[src/rtl/muldiv_unit.sv]
// Iterative RV32M multiply/divide engine: radix-2 shift-add multiply and restoring divide, one bit per clock.
// Optional feature macro: MULDIV_EARLY_OUT_EN (trivial/special operands bypass the iterative phase).
module muldiv_unit #(
    parameter int XLEN = 32
) (
    input  logic            clk,
    input  logic            rst,
    input  logic            start,
    input  logic [2:0]      funct3,
    input  logic [XLEN-1:0] rs1_val,
    input  logic [XLEN-1:0] rs2_val,
    input  logic [4:0]      rd_in,
    input  logic            flush,
    output logic            busy,
    output logic            done,
    output logic [XLEN-1:0] result,
    output logic [4:0]      rd_out,
    output logic            we_out
);
    localparam int CW = $clog2(XLEN) + 1;

    typedef enum logic [1:0] {IDLE = 2'd0, CALC = 2'd1, DONE = 2'd2} state_t;

    state_t            state, next_state;
    logic [CW-1:0]     counter;
    logic [2:0]        op;
    logic [4:0]        rd_q;
    logic [XLEN-1:0]   mag_a, mag_b, hi, lo;
    logic              neg_res, b_zero;

    logic              accept, last_iter, early;
    logic              sign_a, sign_b, a_neg, b_neg;
    logic [XLEN-1:0]   abs_a, abs_b, step_hi, step_lo, final_val, special_val;
    logic [XLEN-1:0]   q_fix, r_fix;
    logic [XLEN:0]     sum, shifted, diff;
    logic [2*XLEN-1:0] prod, prod_fix;

    assign accept    = (state == IDLE) && start && !flush;
    assign last_iter = (state == CALC) && (counter == CW'(XLEN - 1));

    // Operand sign interpretation and magnitudes for the requested op
    always_comb begin
        sign_a = 1'b0;
        sign_b = 1'b0;
        case (funct3)
            3'b001, 3'b100, 3'b110: begin sign_a = 1'b1; sign_b = 1'b1; end
            3'b010:                 begin sign_a = 1'b1; sign_b = 1'b0; end
            default:                begin sign_a = 1'b0; sign_b = 1'b0; end
        endcase
        a_neg = sign_a && rs1_val[XLEN-1];
        b_neg = sign_b && rs2_val[XLEN-1];
        abs_a = a_neg ? (~rs1_val + {{(XLEN-1){1'b0}}, 1'b1}) : rs1_val;
        abs_b = b_neg ? (~rs2_val + {{(XLEN-1){1'b0}}, 1'b1}) : rs2_val;
    end

`ifdef MULDIV_EARLY_OUT_EN
    // Special operands resolved directly from the inputs
    always_comb begin
        early       = 1'b0;
        special_val = '0;
        if (funct3[2]) begin
            if (rs2_val == '0) begin
                early       = 1'b1;
                special_val = funct3[1] ? rs1_val : '1;
            end else if (rs1_val == '0) begin
                early       = 1'b1;
                special_val = '0;
            end else if (!funct3[0] && (rs1_val == {1'b1, {(XLEN-1){1'b0}}}) && (rs2_val == '1)) begin
                early       = 1'b1;
                special_val = funct3[1] ? '0 : rs1_val;
            end else begin
                early       = 1'b0;
                special_val = '0;
            end
        end else begin
            early       = (rs1_val == '0) || (rs2_val == '0);
            special_val = '0;
        end
    end
`else
    assign early       = 1'b0;
    assign special_val = '0;
`endif

    // One radix-2 iteration plus sign fix-up of the finished value
    always_comb begin
        sum     = {1'b0, hi} + (lo[0] ? {1'b0, mag_a} : {(XLEN+1){1'b0}});
        shifted = {hi, lo[XLEN-1]};
        diff    = shifted - {1'b0, mag_b};
        if (op[2]) begin
            if (!diff[XLEN]) begin
                step_hi = diff[XLEN-1:0];
                step_lo = {lo[XLEN-2:0], 1'b1};
            end else begin
                step_hi = shifted[XLEN-1:0];
                step_lo = {lo[XLEN-2:0], 1'b0};
            end
        end else begin
            {step_hi, step_lo} = {sum, lo[XLEN-1:1]};
        end
        prod     = {step_hi, step_lo};
        prod_fix = neg_res ? (~prod + {{(2*XLEN-1){1'b0}}, 1'b1}) : prod;
        q_fix    = neg_res ? (~step_lo + {{(XLEN-1){1'b0}}, 1'b1}) : step_lo;
        r_fix    = neg_res ? (~step_hi + {{(XLEN-1){1'b0}}, 1'b1}) : step_hi;
        case (op)
            3'b000:                 final_val = prod_fix[XLEN-1:0];
            3'b001, 3'b010, 3'b011: final_val = prod_fix[2*XLEN-1:XLEN];
            3'b100, 3'b101:         final_val = b_zero ? '1 : q_fix;
            3'b110, 3'b111:         final_val = r_fix;
            default:                final_val = '0;
        endcase
    end

    // State register
    always_ff @(posedge clk or posedge rst) begin
        if (rst) state <= IDLE;
        else     state <= next_state;
    end

    // Next-state logic
    always_comb begin
        next_state = state;
        case (state)
            IDLE: begin
                if (accept) next_state = early ? DONE : CALC;
                else        next_state = IDLE;
            end
            CALC: begin
                if (flush)          next_state = IDLE;
                else if (last_iter) next_state = DONE;
                else                next_state = CALC;
            end
            DONE:    next_state = IDLE;
            default: next_state = IDLE;
        endcase
    end

    // Operand capture, iteration datapath and registered outputs
    always_ff @(posedge clk or posedge rst) begin
        if (rst) begin
            counter <= '0;
            op      <= 3'b000;
            rd_q    <= 5'd0;
            mag_a   <= '0;
            mag_b   <= '0;
            hi      <= '0;
            lo      <= '0;
            neg_res <= 1'b0;
            b_zero  <= 1'b0;
            result  <= '0;
            rd_out  <= 5'd0;
            busy    <= 1'b0;
            done    <= 1'b0;
            we_out  <= 1'b0;
        end else begin
            if (accept) begin
                op      <= funct3;
                rd_q    <= rd_in;
                mag_a   <= abs_a;
                mag_b   <= abs_b;
                hi      <= '0;
                lo      <= funct3[2] ? abs_a : abs_b;
                counter <= '0;
                // Remainder follows the dividend; everything else follows the operand sign product
                neg_res <= (funct3[2] && funct3[1]) ? a_neg : (a_neg ^ b_neg);
                b_zero  <= (rs2_val == '0);
                if (early) begin
                    result <= special_val;
                    rd_out <= rd_in;
                end
            end else if ((state == CALC) && !flush) begin
                hi      <= step_hi;
                lo      <= step_lo;
                counter <= counter + CW'(1);
                if (last_iter) begin
                    result <= final_val;
                    rd_out <= rd_q;
                end
            end
            busy   <= (next_state == CALC);
            done   <= (next_state == DONE);
            we_out <= (next_state == DONE) && (accept ? (rd_in != 5'd0) : (rd_q != 5'd0));
        end
    end
endmodule

[config.mk]
export PLATFORM = sky130hd
export DESIGN_NAME = muldiv_unit
export DESIGN_NICKNAME = d
export VERILOG_FILES = /design/src/rtl/muldiv_unit.sv
export SDC_FILE = /design/constraint.sdc
export NUM_CORES = 1
export LEC_CHECK = 0
export CELL_PAD_IN_SITES_DETAIL_PLACEMENT = 1
export CELL_PAD_IN_SITES_GLOBAL_PLACEMENT = 1
export CORE_ASPECT_RATIO = 2
export CORE_MARGIN = 2
export CORE_UTILIZATION = 44
export DETAILED_ROUTE_END_ITERATION = 8
export DONT_BUFFER_PORTS = 1
export PLACE_DENSITY_LB_ADDON = 0.3
export SYNTH_ARGS = -nofsm -noshare
export SYNTH_HDL_FRONTEND = slang
export SYNTH_SLANG_ARGS = --single-unit
[constraint.sdc]
create_clock -name clk -period 5.4 [get_ports clk]
set_clock_uncertainty 0.15 [all_clocks]
set_input_delay 0.54 -clock clk [delete_from_list [all_inputs] [get_ports clk]]
set_output_delay 0.54 -clock clk [all_outputs]
set_load 0.005 [all_outputs]
* Word level (Yosys, flattened, before mapping)
Index checks and enable logic that the tools add are counted.
** Storage, ports and cells
- Bits in writable memories :: 0
- Input port bits :: 76
- Bits in read-only memories :: 0
- Bits in latches :: 0
- Memories :: 0
- Output and inout port bits :: 40
- Register bits after elaboration :: 186
- Word-level logic and storage cells :: 93
** Operators by class
- Reduce and logical (&&, ||, !) cells :: 21
- $add $sub $neg :: 8
- Div/mod/pow operators :: 0
- Bitwise gates (word level) :: 7
- Multiply operators :: 0
- Mux-type cells :: 27
- Magnitude comparators :: 0
- Shift-type cells :: 0
- Eq/ne operators :: 15
** Operators by type and width (number)
- $mux W32 :: 14
- $add A32 B1 Y32 const B :: 4
- $not A32 Y32 :: 4
- $pmux W32 S4 :: 1
- $add A64 B1 Y64 const B :: 1
- $mux W64 :: 1
- $not A64 Y64 :: 1
- $add A32 B32 Y33 :: 1
- $sub A33 B32 Y33 :: 1
- $logic_not A32 Y1 :: 1
- $eq A3 B3 Y1 const B :: 6
- $mux W6 :: 2
- $reduce_bool A5 Y1 :: 2
- $eq A3 B2 Y1 const B :: 3
- $logic_and A1 B1 Y1 :: 8
- $add A6 B1 Y6 const B :: 1
- $eq A3 B1 Y1 const B :: 2
- $eq A6 B5 Y1 const B :: 1
- $mux W1 :: 6
- $reduce_or A3 Y1 :: 2
- $eq A2 B1 Y1 const B :: 2
- $mux W2 :: 2
- $pmux W2 S2 :: 1
- $reduce_or A2 Y1 :: 2
- other kinds (9) :: 9

* Logic depth before layout (Yosys ltp)
- Depth after elaboration :: 8
- Mapped depth :: 25

* Worst setup path after synthesis
OpenSTA, ideal clock, no wires.
- Path kind :: register to register
- Start point :: register lo[31]
- End point :: register result[12]
- Data arrival time :: 5.159 ns
- Cell stages (with the launch flop) :: 24
- Clock period less this slack :: 5.408 ns
- Path buffers :: 1
- Path slack :: -0.008 ns
- Setup time :: 0.099 ns
- Cell sequence :: dfrtp_1 > inv_1 > ha_1 > fa_1 > nand2b_1 > a21oi_1 > o21ai_2 > nor3_4 > o211a_1 > buf_4 > a2111oi_4 > a21oi_1 > ha_1 > o211ai_1 > or4_1 > or3_1 > or3_1 > nor2_1 > a21oi_1 > nand2b_1 > or4b_1 > nand2_1 > xor2_1 > a311oi_1
** On the way
- Word-level cells in the longest chain between the ends :: 8
- Elaborated cells on any way between the ends :: 16
- Classes of those cells :: add/sub (4); mux (9); bitwise (3)
** RTL lines
- start, declared :: RTL line 28 : logic [XLEN-1:0] mag_a, mag_b, hi, lo;
- start signal, assigned :: RTL line 162 : lo <= funct3[2] ? abs_a : abs_b;
- start signal, assigned :: RTL line 173 : lo <= step_lo;
- $sub A33 B32 Y33 :: RTL line 89 : diff = shifted - {1'b0, mag_b};
- $mux W1 :: RTL line 91 : if (!diff[XLEN]) begin
- $mux W32 :: RTL line 90 : if (op[2]) begin
- $not A32 Y32 :: RTL line 103 : q_fix = neg_res ? (~step_lo + {{(XLEN-1){1'b0}}, 1'b1}) : step_lo;
- $add A32 B1 Y32 :: RTL line 103
- $mux W32 :: RTL line 103
- $mux W32 :: RTL line 108 : 3'b100, 3'b101: final_val = b_zero ? '1 : q_fix;
- $pmux W32 S4 * :: RTL line 105 : case (op)
- end signal, assigned :: RTL line 168 : result <= special_val;
- end signal, assigned :: RTL line 176 : result <= final_val;
- end, declared :: RTL line 16 : output logic [XLEN-1:0] result,
Mark *: on every way between the ends. The rest lies on a longest branch, timed or not.
A chain may end at the register's enable or synchronous reset.

* Worst setup path after layout
Same ends and word-level chain as after synthesis.

==> summary.md <==
| Metric | Value |
|---|---|
| Layout cells sized above 1 | 15.48% |
| Antenna Cells | 0 |
| GRT overflow | 0 |
| VDD IR max | 0.3217 mV |
| Nets@finish | 2,433 |
| Clk Latency, worst-skew pair | a little under 0.5 ns |
| Final Critical Period | 5.218 ns |
| Fillers | 4,568 |
| Ys Warns | 0 |
| Pins over their slew limit | 0 |
| Setup crit start kind | register |
| Vias/cell | 6.582 |
| Critical path fanouts, max | 3 |
| Most frequent cell after synthesis | nand2_1 |
| H-tree depth | 4 |
| Status | complete, no violations |
| Chip width | 141.2 um |
| Final setup fails | 0 |
| Main synth FF type | dfrtp_1 |
| Cells after Synth | between 2,000 and 2,500 |
| Top post-synthesis cells by area | dfrtp_1 (28%), nand2_1 (8.1%), o21ai_0 (6.3%) |
| Initial cell density of the core | 44.58% |
| Syn_nets | about 2,300 |
| P_leak | 8.386 nW |
| Rel. slew slack | 25.49% |
| Worst Hold Class | in -> reg |
| CTS tree | done |
| GRT Total Usage | between 40% and 50% |
| Detailed Place HPWL | around 67,000 um |
| Max Cap Viol | 0 |
| EDFF count, synth | 0 |
| Cell variety after synth | between 100 and 150 |
| Synth area leader | dfrtp_1 |
| Largest net degree at the start of global routing | 117 |
| CP Class | reg -> reg |
| Tcrit/Tclk final | a little over nine tenths |
| Seq/Total Area, Yosys | 28.09% |
| Clk buf depth | 2 |
| Final Hold Vio Count | 0 |
| DRT antenna net count | 0 |
| Area added between synthesis and finish | 16.53% |
| Area share of the largest cell type after synthesis | 28.09% |
| Routed length per instance | 29.88 um |
| First-pass GRT wire length | roughly 120,000 um |
| Sum Neg Setup Slack | 0 ns |
| Die height | 278.4 um |
| Routed wire length | around 82,000 um |
| Io pins | 116 |
| Gpl congestion | roughly 1.1 |
| Fmax | approximately 190 MHz |
| Initial antenna violation count | 0 |
| Commonest cells post-synth | nand2_1 (356), o21ai_0 (207), dfrtp_1 (186), nor2_1 (171), a21oi_1 (144) |
| CTS clk-pin slew, worst paths | 0.09 ns |
| Worst EP arrival | between 5 and 6 ns |
| Core region area | 37,160 um^2 |
| CTS Buf Count | 17 |
| Iter 0 DRT Violations | just under 1,000 |
| Sink Count | 186 |
| Power, Total | around 11 mW |
| PortBufs | 0 |
| Num rows | 100 |
| Ys async rst share | 100.0% |
| CP endpoint kind | register |
| DRC | 0 |
| Synthesized area | between 15,000 and 20,000 um^2 |
| Synthesis-stage register bit count | 186 |
| DR vias | 18,154 |
| Drt first pass iters | 5 |
| CP required | approximately 5.6 ns |
| Unrepaired setup endpoints after global routing | true |
| Mean area per synthesized cell | 7.709 um^2 |
| DIE AREA | 39,320 um^2 |
| Vias in the first global route | around 19,000 |
| Root buffer cell | clkbuf_16 |
| Slew @ Worst Pin | 1.087 ns |
| Power per cell area | approximately 570 nW/um^2 |
| Storage cell area | 4661 um^2 |
| Area occupied by multi-input gates | around 11,000 um^2 |
==> repair_timing <==
action	CTS	global route
hold endpoints to repair	3	0
setup buffers	0	2
pin swaps	0	7
gates resized for setup	4	31
endpoints found under the setup margin	6	18
hold buffers	2	0
==> worst max-delay path, stage by stage, from the launching register on <==
cell and delay (ns):
dfrtp_1 0.39, inv_1 0.12, ha_4 0.15, fa_2 0.19
nand2b_4 0.12, a21oi_1 0.06, buf_4 0.16, o21ai_4 0.18
nor3_4 0.05, buf_4 0.15, o21ai_4 0.17, a2111oi_4 0.11
a21oi_2 0.18, ha_2 0.20, o211ai_1 0.10, or4_4 0.51
or3_4 0.35, or3_4 0.38, nor2_4 0.12, a21oi_1 0.09
nand2b_1 0.19, or4b_1 0.53, nand2_1 0.09, xor2_1 0.08
a311oi_1 0.27
==> area by class of cell <==
| class | count | share of cell area (%) |
|---|---|---|
| multi-input combinational | 1773 | 58.76 |
| inverter | 69 | 1.361 |
| sequential | 186 | 24.14 |
| clock buffer | 17 | 2.204 |
| tap | 459 | 2.975 |
| clock inverter | 15 | 1.043 |
| timing repair buffer | 239 | 9.514 |
==> per-stage QoR <==
step	hold WS [ns]	cells	worst slack, ns	utilization (%)	instance area (um^2)
3_3_place_gp	0.3049	2722	0.02633	49.67	18460
3_5_place_dp	0.3085	2722	-0.1040	49.67	18460
4_1_cts	0.002703	2756	0.003504	51.45	19120
6_report	0.004232	2758	0.1824	51.95	19310
2_1_floorplan	0.2881	2149	0.05469	-	16570
5_1_grt	0.0009772	2758	-0.07886	51.95	19310
==> where the power goes <==
part           total, mW  switching (mW)  internal [mW]
clock               1.36           0.719          0.644
combinational       7.56            4.69           2.87
sequential          2.01           0.345           1.66
==> layout by cell type (no fill, tap or decap), drive strengths merged, types with 17 or more instances in the layout <==
| master | Yosys | final |
|---|---|---|
| nand2 | 357 | 357 |
| buf | 33 | 237 |
| o21ai | 226 | 226 |
| dfrtp | 186 | 186 |
| nor2 | 172 | 172 |
| a21oi | 148 | 148 |
| xnor2 | 99 | 99 |
| xor2 | 83 | 83 |
| inv | 68 | 76 |
| nor3 | 70 | 70 |
| ha | 69 | 69 |
| and2 | 42 | 42 |
| mux2i | 41 | 41 |
| nand3 | 36 | 36 |
| o31ai | 29 | 29 |
| or3 | 24 | 24 |
| nand4 | 23 | 23 |
| o221ai | 23 | 23 |
| a31oi | 22 | 22 |
| a22o | 21 | 21 |
| a221oi | 21 | 21 |
| o211ai | 21 | 21 |
| nor4 | 21 | 21 |
| a21o | 20 | 20 |
| nand2b | 18 | 18 |
| o22ai | 17 | 17 |
| clkbuf | 88 | 17 |
==> path summary, 6_finish.rpt <==
check / startpoint / depth (start not counted) / slack [ns] / endpoint
worst max-delay path: lo[31] / 24 / 0.18 / result[12]
worst min-delay path: funct3[1] / 2 / 0.004 / op[1]
worst max register to register: lo[31] / 24 / 0.18 / result[12]
worst min register to register: mag_a[8] / 2 / 0.33 / mag_a[8]
max in group asynchronous: rst / 3 / 3.57 / op[2]
min in group asynchronous: rst / 3 / 0.51 / rd_q[4]
==> cell families (layout without fill, tap and decap cells) <==
| kind of cell | after synthesis | count (layout) | share of synthesized area [%] |
|---|---|---|---|
| AOI/OAI and AO/OA | 654 | 654 | 25.90 |
| DFF | 186 | 186 | 28.09 |
| muxes | 46 | 46 | 2.885 |
| buffers and inverters | 190 | 340 | 4.735 |
| xor gates and xnor gates | 182 | 182 | 9.622 |
| and+or+nand+nor | 820 | 820 | 23.31 |
| adders and majority gates | 71 | 71 | 5.453 |
==> sequential cells by signal, indices dropped and copies added (netlist names), 2 cells and up <==
name,flops
counter,6
hi,32
lo,32
mag_a,32
mag_b,32
op,3
rd_out,5
rd_q,5
result,32
state,2
==> per-layer routing <==
layer	up-vias	wire, um	GRT usage (%)
li1	8005	-	-
met1	8979	26140	38.49
met2	737	41510	73.65
met3	433	3722	6.779
met4	0	11040	43.79
met5	-	0	0
(Power assumes the default switching activity.)
